File: config.mk
export PLATFORM = sky130hd
export DESIGN_NAME = ysyx_23060201_mem_arbiter
export DESIGN_NICKNAME = d
export VERILOG_FILES = /design/src/rtl/ysyx_23060201_mem_arbiter.sv
export SDC_FILE = /design/constraint.sdc
export NUM_CORES = 1
export LEC_CHECK = 0
export ABC_CLOCK_PERIOD_IN_PS = 3600
export BUFFER_PORTS_ARGS = -buffer_cell sky130_fd_sc_hd__buf_2
export CAP_MARGIN = 30
export CORE_AREA = 2 2 110 112
export CTS_CLUSTER_DIAMETER = 40
export DETAILED_ROUTE_END_ITERATION = 7
export DIE_AREA = 0 0 112 114
export HOLD_SLACK_MARGIN = 0.15
export PLACE_DENSITY = 0.83
export SLEW_MARGIN = 20
export SYNTH_ARGS = -nofsm -noshare
export SYNTH_HDL_FRONTEND = slang
export SYNTH_SLANG_ARGS = --single-unit
export TNS_END_PERCENT = 10
File: constraint.sdc
create_clock -name clk -period 3.6 [get_ports clk]
set_clock_uncertainty 0.15 [all_clocks]
set_input_delay 0.9 -clock clk [delete_from_list [all_inputs] [get_ports clk]]
set_output_delay 0.9 -clock clk [all_outputs]
set_load 0.01 [all_outputs]
File: src/rtl/ysyx_23060201_mem_arbiter.sv
// ysyx_23060201_mem_arbiter
// Two-requester arbiter and transaction sequencer for the core's single
// memory port. Grants IFU (fetch, read-only) or LSU (load/store) one at a
// time, registers the winning request, drives it to memory and routes the
// response back to its owner as a one-cycle pulse.
//
// Ports:
//   clk, rst_n        clock, synchronous active-low reset
//   ifu_req_*         fetch request (valid/ready) and address
//   ifu_rsp_*         fetch response pulse and data
//   lsu_req_*         load/store request (valid/ready), wen, addr, wdata, wmask
//   lsu_rsp_*         load data / store ack pulse (rdata is 0 for stores)
//   mem_req_*         memory request (valid/ready), wen, addr, wdata, wmask
//   mem_rsp_*         memory response (read data or write ack)
//   busy              transaction in progress
//
// Configuration macro:
//   YSYX_23060201_ARB_RR_EN  defined   -> round-robin tie-break
//                            undefined -> fixed priority, LSU over IFU
module ysyx_23060201_mem_arbiter #(
   parameter int unsigned MEM_ADDR_WIDTH = 32,
   parameter int unsigned DATA_WIDTH     = 32
) (
   input  logic                      clk,
   input  logic                      rst_n,
   input  logic                      ifu_req_valid,
   output logic                      ifu_req_ready,
   input  logic [MEM_ADDR_WIDTH-1:0] ifu_addr,
   output logic                      ifu_rsp_valid,
   output logic [DATA_WIDTH-1:0]     ifu_rdata,
   input  logic                      lsu_req_valid,
   output logic                      lsu_req_ready,
   input  logic                      lsu_wen,
   input  logic [MEM_ADDR_WIDTH-1:0] lsu_addr,
   input  logic [DATA_WIDTH-1:0]     lsu_wdata,
   input  logic [7:0]                lsu_wmask,
   output logic                      lsu_rsp_valid,
   output logic [DATA_WIDTH-1:0]     lsu_rdata,
   output logic                      mem_req_valid,
   input  logic                      mem_req_ready,
   output logic                      mem_wen,
   output logic [MEM_ADDR_WIDTH-1:0] mem_addr,
   output logic [DATA_WIDTH-1:0]     mem_wdata,
   output logic [7:0]                mem_wmask,
   input  logic                      mem_rsp_valid,
   input  logic [DATA_WIDTH-1:0]     mem_rdata,
   output logic                      busy
);

   localparam int unsigned MASK_W = 8;

   typedef enum logic [1:0] {
      S_IDLE = 2'd0,
      S_REQ  = 2'd1,
      S_WAIT = 2'd2
   } state_e;

   localparam logic OWN_IFU = 1'b0;
   localparam logic OWN_LSU = 1'b1;

   state_e                    state_q, state_d;
   logic                      owner_q, owner_d;
   logic                      wen_q, wen_d;
   logic [MEM_ADDR_WIDTH-1:0] addr_q, addr_d;
   logic [DATA_WIDTH-1:0]     wdata_q, wdata_d;
   logic [MASK_W-1:0]         wmask_q, wmask_d;
   logic                      ifu_rsp_valid_q, ifu_rsp_valid_d;
   logic                      lsu_rsp_valid_q, lsu_rsp_valid_d;
   logic [DATA_WIDTH-1:0]     ifu_rdata_q, ifu_rdata_d;
   logic [DATA_WIDTH-1:0]     lsu_rdata_q, lsu_rdata_d;
`ifdef YSYX_23060201_ARB_RR_EN
   logic                      last_grant_q, last_grant_d;
`endif

   logic grant_ifu;
   logic grant_lsu;
   logic rsp_take;

   // State and datapath registers
   always_ff @(posedge clk) begin
      if (!rst_n) begin
         state_q         <= S_IDLE;
         owner_q         <= OWN_IFU;
         wen_q           <= 1'b0;
         addr_q          <= '0;
         wdata_q         <= '0;
         wmask_q         <= '0;
         ifu_rsp_valid_q <= 1'b0;
         lsu_rsp_valid_q <= 1'b0;
         ifu_rdata_q     <= '0;
         lsu_rdata_q     <= '0;
`ifdef YSYX_23060201_ARB_RR_EN
         last_grant_q    <= OWN_IFU;
`endif
      end else begin
         state_q         <= state_d;
         owner_q         <= owner_d;
         wen_q           <= wen_d;
         addr_q          <= addr_d;
         wdata_q         <= wdata_d;
         wmask_q         <= wmask_d;
         ifu_rsp_valid_q <= ifu_rsp_valid_d;
         lsu_rsp_valid_q <= lsu_rsp_valid_d;
         ifu_rdata_q     <= ifu_rdata_d;
         lsu_rdata_q     <= lsu_rdata_d;
`ifdef YSYX_23060201_ARB_RR_EN
         last_grant_q    <= last_grant_d;
`endif
      end
   end

   // Arbitration: only in IDLE, never grants an invalid request
   always_comb begin
      grant_ifu = 1'b0;
      grant_lsu = 1'b0;
      if (state_q == S_IDLE) begin
`ifdef YSYX_23060201_ARB_RR_EN
         if (ifu_req_valid && lsu_req_valid) begin
            // Tie goes to whoever did not win last time
            grant_lsu = (last_grant_q == OWN_IFU);
            grant_ifu = ~grant_lsu;
         end else begin
            grant_lsu = lsu_req_valid;
            grant_ifu = ifu_req_valid;
         end
`else
         grant_lsu = lsu_req_valid;
         grant_ifu = ifu_req_valid & ~lsu_req_valid;
`endif
      end
   end

   assign rsp_take = (state_q == S_WAIT) && mem_rsp_valid;

   // Next-state logic
   always_comb begin
      state_d = state_q;
      case (state_q)
         S_IDLE:  if (grant_ifu || grant_lsu) state_d = S_REQ;
         S_REQ:   if (mem_req_ready)          state_d = S_WAIT;
         S_WAIT:  if (mem_rsp_valid)          state_d = S_IDLE;
         default: state_d = S_IDLE;
      endcase
   end

   // Grant handshake, request latch and response capture
   always_comb begin
      ifu_req_ready   = grant_ifu;
      lsu_req_ready   = grant_lsu;
      owner_d         = owner_q;
      wen_d           = wen_q;
      addr_d          = addr_q;
      wdata_d         = wdata_q;
      wmask_d         = wmask_q;
      ifu_rsp_valid_d = 1'b0;
      lsu_rsp_valid_d = 1'b0;
      ifu_rdata_d     = ifu_rdata_q;
      lsu_rdata_d     = lsu_rdata_q;
`ifdef YSYX_23060201_ARB_RR_EN
      last_grant_d    = last_grant_q;
`endif

      if (grant_lsu) begin
         owner_d = OWN_LSU;
         wen_d   = lsu_wen;
         addr_d  = lsu_addr;
         wdata_d = lsu_wdata;
         // Loads carry no byte mask on the memory side
         wmask_d = lsu_wen ? lsu_wmask : MASK_W'(0);
`ifdef YSYX_23060201_ARB_RR_EN
         last_grant_d = OWN_LSU;
`endif
      end else if (grant_ifu) begin
         owner_d = OWN_IFU;
         wen_d   = 1'b0;
         addr_d  = ifu_addr;
         wdata_d = '0;
         wmask_d = '0;
`ifdef YSYX_23060201_ARB_RR_EN
         last_grant_d = OWN_IFU;
`endif
      end

      if (rsp_take) begin
         if (owner_q == OWN_LSU) begin
            lsu_rsp_valid_d = 1'b1;
            lsu_rdata_d     = wen_q ? DATA_WIDTH'(0) : mem_rdata;
         end else begin
            ifu_rsp_valid_d = 1'b1;
            ifu_rdata_d     = mem_rdata;
         end
      end
   end

   // Memory side is driven purely from registered state
   assign mem_req_valid = (state_q == S_REQ);
   assign mem_wen       = wen_q;
   assign mem_addr      = addr_q;
   assign mem_wdata     = wdata_q;
   assign mem_wmask     = wmask_q;
   assign busy          = (state_q != S_IDLE);

   assign ifu_rsp_valid = ifu_rsp_valid_q;
   assign lsu_rsp_valid = lsu_rsp_valid_q;
   assign ifu_rdata     = ifu_rdata_q;
   assign lsu_rdata     = lsu_rdata_q;

endmodule

==> out/metrics.cfg, run 1 <==
[status]
outcome=complete, no violations

[power_and_ir_drop]
total_leakage_power_nw=3.551
peakVddDrop_mv=0.4779
power.density_nw_per_um2=542.7

[clock_network]
htreeDepth=4
post_cts.repair.setup_buffers=0
cts.sinks=142
ctsResizeCount=0
cts_tree=done
cts_buffer_depth=2
cts-root-buf=clkbuf_16
numCtsBuffers=17
worstSkewPairLatency_ns=0.41
path_clk_slew_ns=0.06
cts_hold_buf=0

[synthesis]
ys_types=26
syn_inst=634
syn-mean-instance-area_um2=8.707
yosysTopAreaCellShare=0.5150
synth-edff-count=0
async_flop_share=0
yosys.cell_count.top_type=dfxtp_1
ys_warn_count=0
synth_commonest_cells=142 x dfxtp_1, 114 x nand2_1, 97 x a21oi_1
synth_nets=777
synth_seq_cells=142
synth-main-ff-cell=dfxtp_1
yosysTopAreaCell=dfxtp_1
synth_area_leaders=dfxtp_1 51%, a21oi_1 8.8%, nand2_1 7.8%
synthesis.area_um2=5520
yosysSeqAreaShare=0.5150

[floorplan]
die_w_um=112
die_h_um=114
die_area_um2=12770
core-area_um2=11710
start_util=0.4714
io_pins=286
rows=40

[routing]
highest_layer=met4
drt-pass1-iter-count=5
met1Wirelength_um=6594
num_vias=5533
drc=0
dr_wl_met2_um=7822
avgViaCountPerCell=5.260
routedWlPerCell_um=15.27
drtIter0Drc=446
ant_nets=0
totalWireLength_um=16070
route.met3.wl_um=1020

[grt]
grt_pass1_vias=4864
grt_pass1_wl_um=24520
gr-usage-all-layers=0.2394
grt_overflow=0
antenna_found_initial=1
grt_start_max_net_pins=84

[place]
place_inst=1019
io_buffers=285
gp_congestion=0.8138
place_hpwl_um=11020

[finish]
area_growth_pct=39.03
finalNonFillerCells=1052
layout-drive-gt1-share=0.3805
nNetsFinal=1034

[timing]
period_needed_ns=2.836
final-setup-viol-count=0
grt_setup_unrepaired=no
fin_tns_setup_ns=0
hold_violations=0
worst_pin_slew_ns=0.7701
timing.fmax_mhz=352.6
max_slew_margin=0.4866
finalCritPeriodShare=0.7877
finalMaxSlewViolations=0

[worst_setup_path]
required_ns=2.55
criticalPathCategory=register to output port
cp_max_fo=35
cp-start-kind=register
cp-end-kind=output port
crit_arrival_ns=1.79

[run]
cap_violations=0

[min_path]
min_path_type=register to register

per-stage QoR:
stage | power (mW) | area (µm²) | setup slack [ns] | hold slack [ns] | utilization
2_1_floorplan | 1.993 | 5520 | 0.8902 | 0.3260 | -
3_3_place_gp | 2.215 | 7002 | 1.067 | 0.2859 | 0.5979
3_5_place_dp | 2.224 | 7002 | 1.056 | 0.2901 | 0.5979
4_1_cts | 4.184 | 7672 | 0.7720 | 0.2977 | 0.6551
5_1_grt | 4.312 | 7675 | 0.6488 | 0.3109 | 0.6553
6_report | 4.165 | 7675 | 0.7643 | 0.2974 | 0.6553
critical path, cell delays in order (launching register included):
cell and delay [ns]:
dfxtp_1 0.51, nor2_2 0.07, buf_4 0.22, inv_1 0.07, buf_4 0.30, buf_2 0.20
layer usage:
| layer | global-route usage | vias up |
|---|---|---|
| met5 | 0 | - |
| met2 | 0.3911 | 222 |
| met3 | 0.05420 | 48 |
| li1 | - | 2745 |
| met4 | 0.1276 | 0 |
| met1 | 0.2967 | 2518 |
registers in the layout (all words and copies together) (netlist names):
signal / flops
mem_wmask: 8
mem_addr: 32
mem_wen: 1
mem_wdata: 32
ifu_rsp_valid: 1
ifu_rdata: 32
lsu_rdata: 32
state_q: 2
owner_q: 1
lsu_rsp_valid: 1
cell type report:
cell class | instances | area [µm²]
timing repair buffer | 298 | 1536
inverter | 2 | 7.507
clock buffer | 20 | 456.7
antenna | 1 | 2.502
sequential | 142 | 2843
clock inverter | 12 | 214.0
fill | 987 | 4036
multi-input combinational | 430 | 2431
tap | 147 | 183.9
where the power goes:
group	switching (mW)	leakage (nW)	total, mW	internal [mW]
Sequential	0.0439	1.16	1.70	1.65
Clock	0.640	0.334	1.97	1.33
Combinational	0.289	2.06	0.497	0.208
Total	0.973	3.55	4.16	3.19
worst paths after layout:
path                            slack (ns)             to  cells past startpoint     startpoint
worst min-delay path                  0.30  lsu_rdata[26]                      2  lsu_rdata[26]
worst min register to register        0.30  lsu_rdata[26]                      2  lsu_rdata[26]
worst max register to register        1.53    mem_addr[0]                      7     state_q[1]
worst max-delay path                  0.76           busy                      5     state_q[0]
layout by cell type, fill, tap and decap left out, types with 2 or more instances in the layout:
cell	synthesis	layout
nand2_1	114	114
o21ai_0	65	65
buf_4	0	12
nor2_1	6	4
buf_2	20	285
o22ai_1	8	8
a211oi_1	32	32
or3b_2	8	8
bufinv_16	0	6
nor2b_1	2	2
a21oi_1	97	97
dfxtp_1	142	142
mux2i_1	32	32
nor2_2	1	3
or3b_1	24	24
clkinv_2	0	5
clkbuf_8	0	2
nand3_1	32	32
o21a_1	2	2
clkbuf_16	0	17
logic make-up (layout without fill, tap and decap cells):
family                 Yosys count  after routing  synth area share
AOI/OAI and AO/OA              206            206            0.2049
and+or+nand+nor                192            192            0.1727
DFF                            142            142            0.5150
buffers and inverters           62            332           0.04941
muxes                           32             32           0.05802
other                            0              1                 0
(Power assumes the default switching activity.)
==> run 2: changes to the inputs <==
Settings changed: ABC_AREA from default to 1, ABC_CLOCK_PERIOD_IN_PS 3600 to 2600, CORE_AREA 2 2 110 112 to default, CORE_MARGIN from default to 1.5, CORE_UTILIZATION from default to 42, DIE_AREA 0 0 112 114 to default, PLACE_DENSITY 0.83 to 0.75.
Clock period 3.6 ns to 2.6 ns, I/O delays scaled along.
==> run 2 against run 1 <==
Final area is 7.8% higher. Area after synthesis up 12%. Flip-flop and latch count unchanged. Synthesized cell count rose by 47%. Critical path depth decreased by 2. Via count rose by 15%.
==> out/metrics.cfg, run 2 <==
[status]
outcome=complete, no violations

[worst_setup_path]
cpPeakStageDelay_ns=0.45
critical_path.top_delay_family=flip-flops
crit_arrival_ns=1.36
crit_chain=inv_1, nor2_1, buf_2
path_depth=3
cp-startpoint=state_q[0]
cp-end-kind=output port
cp-start-kind=register
ff2ff_path_depth=7
cp_max_fo=4
criticalPathCategory=register to output port
required_ns=1.80
worstReg2RegStart=state_q[1]
cp_num_buf_inv=2
slowest_stage=dfxtp_1

[synthesis]
yosysSeqAreaShare=0.4616
synth-adder-area-share=0
synth-edff-count=0
synth_nets=1076
synth_simple_gate_area_frac=0.3623
synth_compound_area_frac=0.06237
synth_top_family_by_area=simple AND/OR/NAND/NOR gates
muxShareOfSynthArea=0
async_flop_share=0
synth-xor-area-share=0
yosysTopAreaCellShare=0.4616
synth-main-ff-cell=dfxtp_1
ys_types=20
yosys.cell_count.top_type=nand2_1
syn_inst=933
ys_warn_count=0
synthesis.area_um2=6158
syn-mean-instance-area_um2=6.601
synth_commonest_cells=284 x nand2_1, 181 x nor2_1, 142 x dfxtp_1
synth_area_leaders=dfxtp_1 46%, nand2_1 17%, nor2_1 11%
synth_seq_cells=142
yosysTopAreaCell=dfxtp_1

[clock_network]
cts_hold_buf=0
cts_tree=done
cts.sinks=142
htreeDepth=4
ctsResizeCount=0
numCtsBuffers=17
path_clk_slew_ns=0.06
worstSkewPairLatency_ns=0.41
post_cts.repair.setup_buffers=0
cts-root-buf=clkbuf_16
cts_buffer_depth=2

[timing]
fin_tns_setup_ns=0
worst_pin_slew_ns=0.8035
period_needed_ns=2.159
timing.fmax_mhz=463.3
finalCritPeriodShare=0.8302
final-setup-viol-count=0
finalMaxSlewViolations=0
finalWorstSetupSlack_ns=0.4414
grt_setup_unrepaired=no
max_slew_margin=0.4643
hold_violations=0

[floorplan]
die_w_um=124.1
core-area_um2=14420
start_util=0.4270
die_h_um=124.1
rows=44
die_area_um2=15400
io_pins=286

[place]
io_buffers=285
pre_cts_ws_ns=0.5501
place_hpwl_um=11840
gp_congestion=0.8075

[finish]
fin_util=0.5738
nFillCells=1432
final_common_cell=buf_2
layout-drive-gt1-share=0.2827
seqCellArea_um2=2843
mostFrequentLayoutCells=285 x buf_2, 284 x nand2_1, 181 x nor2_1
nNetsFinal=1329
multi_input_area_um2=2623
area_growth_pct=34.40

[routing]
drt-pass1-iter-count=5
drc=0
num_vias=6376
ant_nets=0
totalWireLength_um=17500
drtIter0Drc=351
routedWlPerCell_um=12.64
avgViaCountPerCell=4.607

[grt]
gr-usage-all-layers=0.2246
grt_pass1_vias=5640
grt_start_max_net_pins=78
antenna_found_initial=0
grt_pass1_wl_um=27080
grt_overflow=0

[min_path]
min_path_type=register to register
worstHoldStart=mem_wmask[6]
hold_depth=2

[power_and_ir_drop]
power.density_nw_per_um2=694.0
total_leakage_power_nw=4.550
swShare=0.2714
combPwrFrac=0.154
seq_power_share=0.412
clkPwrFrac=0.434
peakVddDrop_mv=0.3724
p_int_mw=4.185
power.switching_mw=1.559

[run]
cap_violations=0

## run 2: cell type report
class,count,area share
Sequential cell,142,0.3435
Multi-Input combinational cell,622,0.3169
Timing Repair Buffer,299,0.1911
Clock buffer,20,0.05397
Inverter,104,0.04717
Tap cell,184,0.02782
Clock inverter,12,0.01935
Antenna cell,1,0.0003023
## run 2: worst register-to-register path, delay by kind of cell (launching register included)
kind	cells	cell delay, ns
buf+inv	2	0.60
compound gates	1	0.17
flops	1	0.38
simple gates	4	0.42
## run 2: power groups by stage
stage | clock network (mW) | logic, mW | registers, mW
after detailed placement | 0 | 0.890 | 2.41
final | 2.49 | 0.887 | 2.36
after global placement | 0 | 0.885 | 2.41
after floorplan | 0 | 0.482 | 2.47
after CTS | 2.53 | 0.895 | 2.36
after global routing | 2.63 | 1.00 | 2.38
## run 2: through the flow
| stage | hold slack, ns | power [mW] | std cells | instance area (µm²) |
|---|---|---|---|---|
| after floorplan | 0.3340 | 2.947 | 933 | 6158 |
| after global placement | 0.2948 | 3.292 | 1351 | 7667 |
| after detailed placement | 0.3006 | 3.301 | 1351 | 7667 |
| after CTS | 0.3085 | 5.793 | 1383 | 8274 |
| after global routing | 0.3206 | 6.017 | 1383 | 8274 |
| final | 0.3067 | 5.744 | 1384 | 8277 |
## run 2: logic make-up (layout without fill, tap and decap cells)
kind of cell / after synthesis / after routing
simple gates: 546 / 546
buf+inv: 169 / 435
flops: 142 / 142
compound gates: 76 / 76
other cells: 0 / 1
## run 2: final timing paths
check	end	slack [ns]
worst max register to register	mem_addr[26]	0.82
worst max-delay path	mem_req_valid	0.44
worst min-delay path	mem_wmask[6]	0.31
worst min register to register	mem_wmask[6]	0.31
## run 2: per-layer routing
layer | track usage | up-vias | share of wire
met5 | 0 | - | 0
met4 | 0.08168 | 0 | 0.017
met3 | 0.06822 | 28 | 0.083
met2 | 0.3668 | 221 | 0.47
met1 | 0.2793 | 2769 | 0.43
li1 | - | 3358 | -
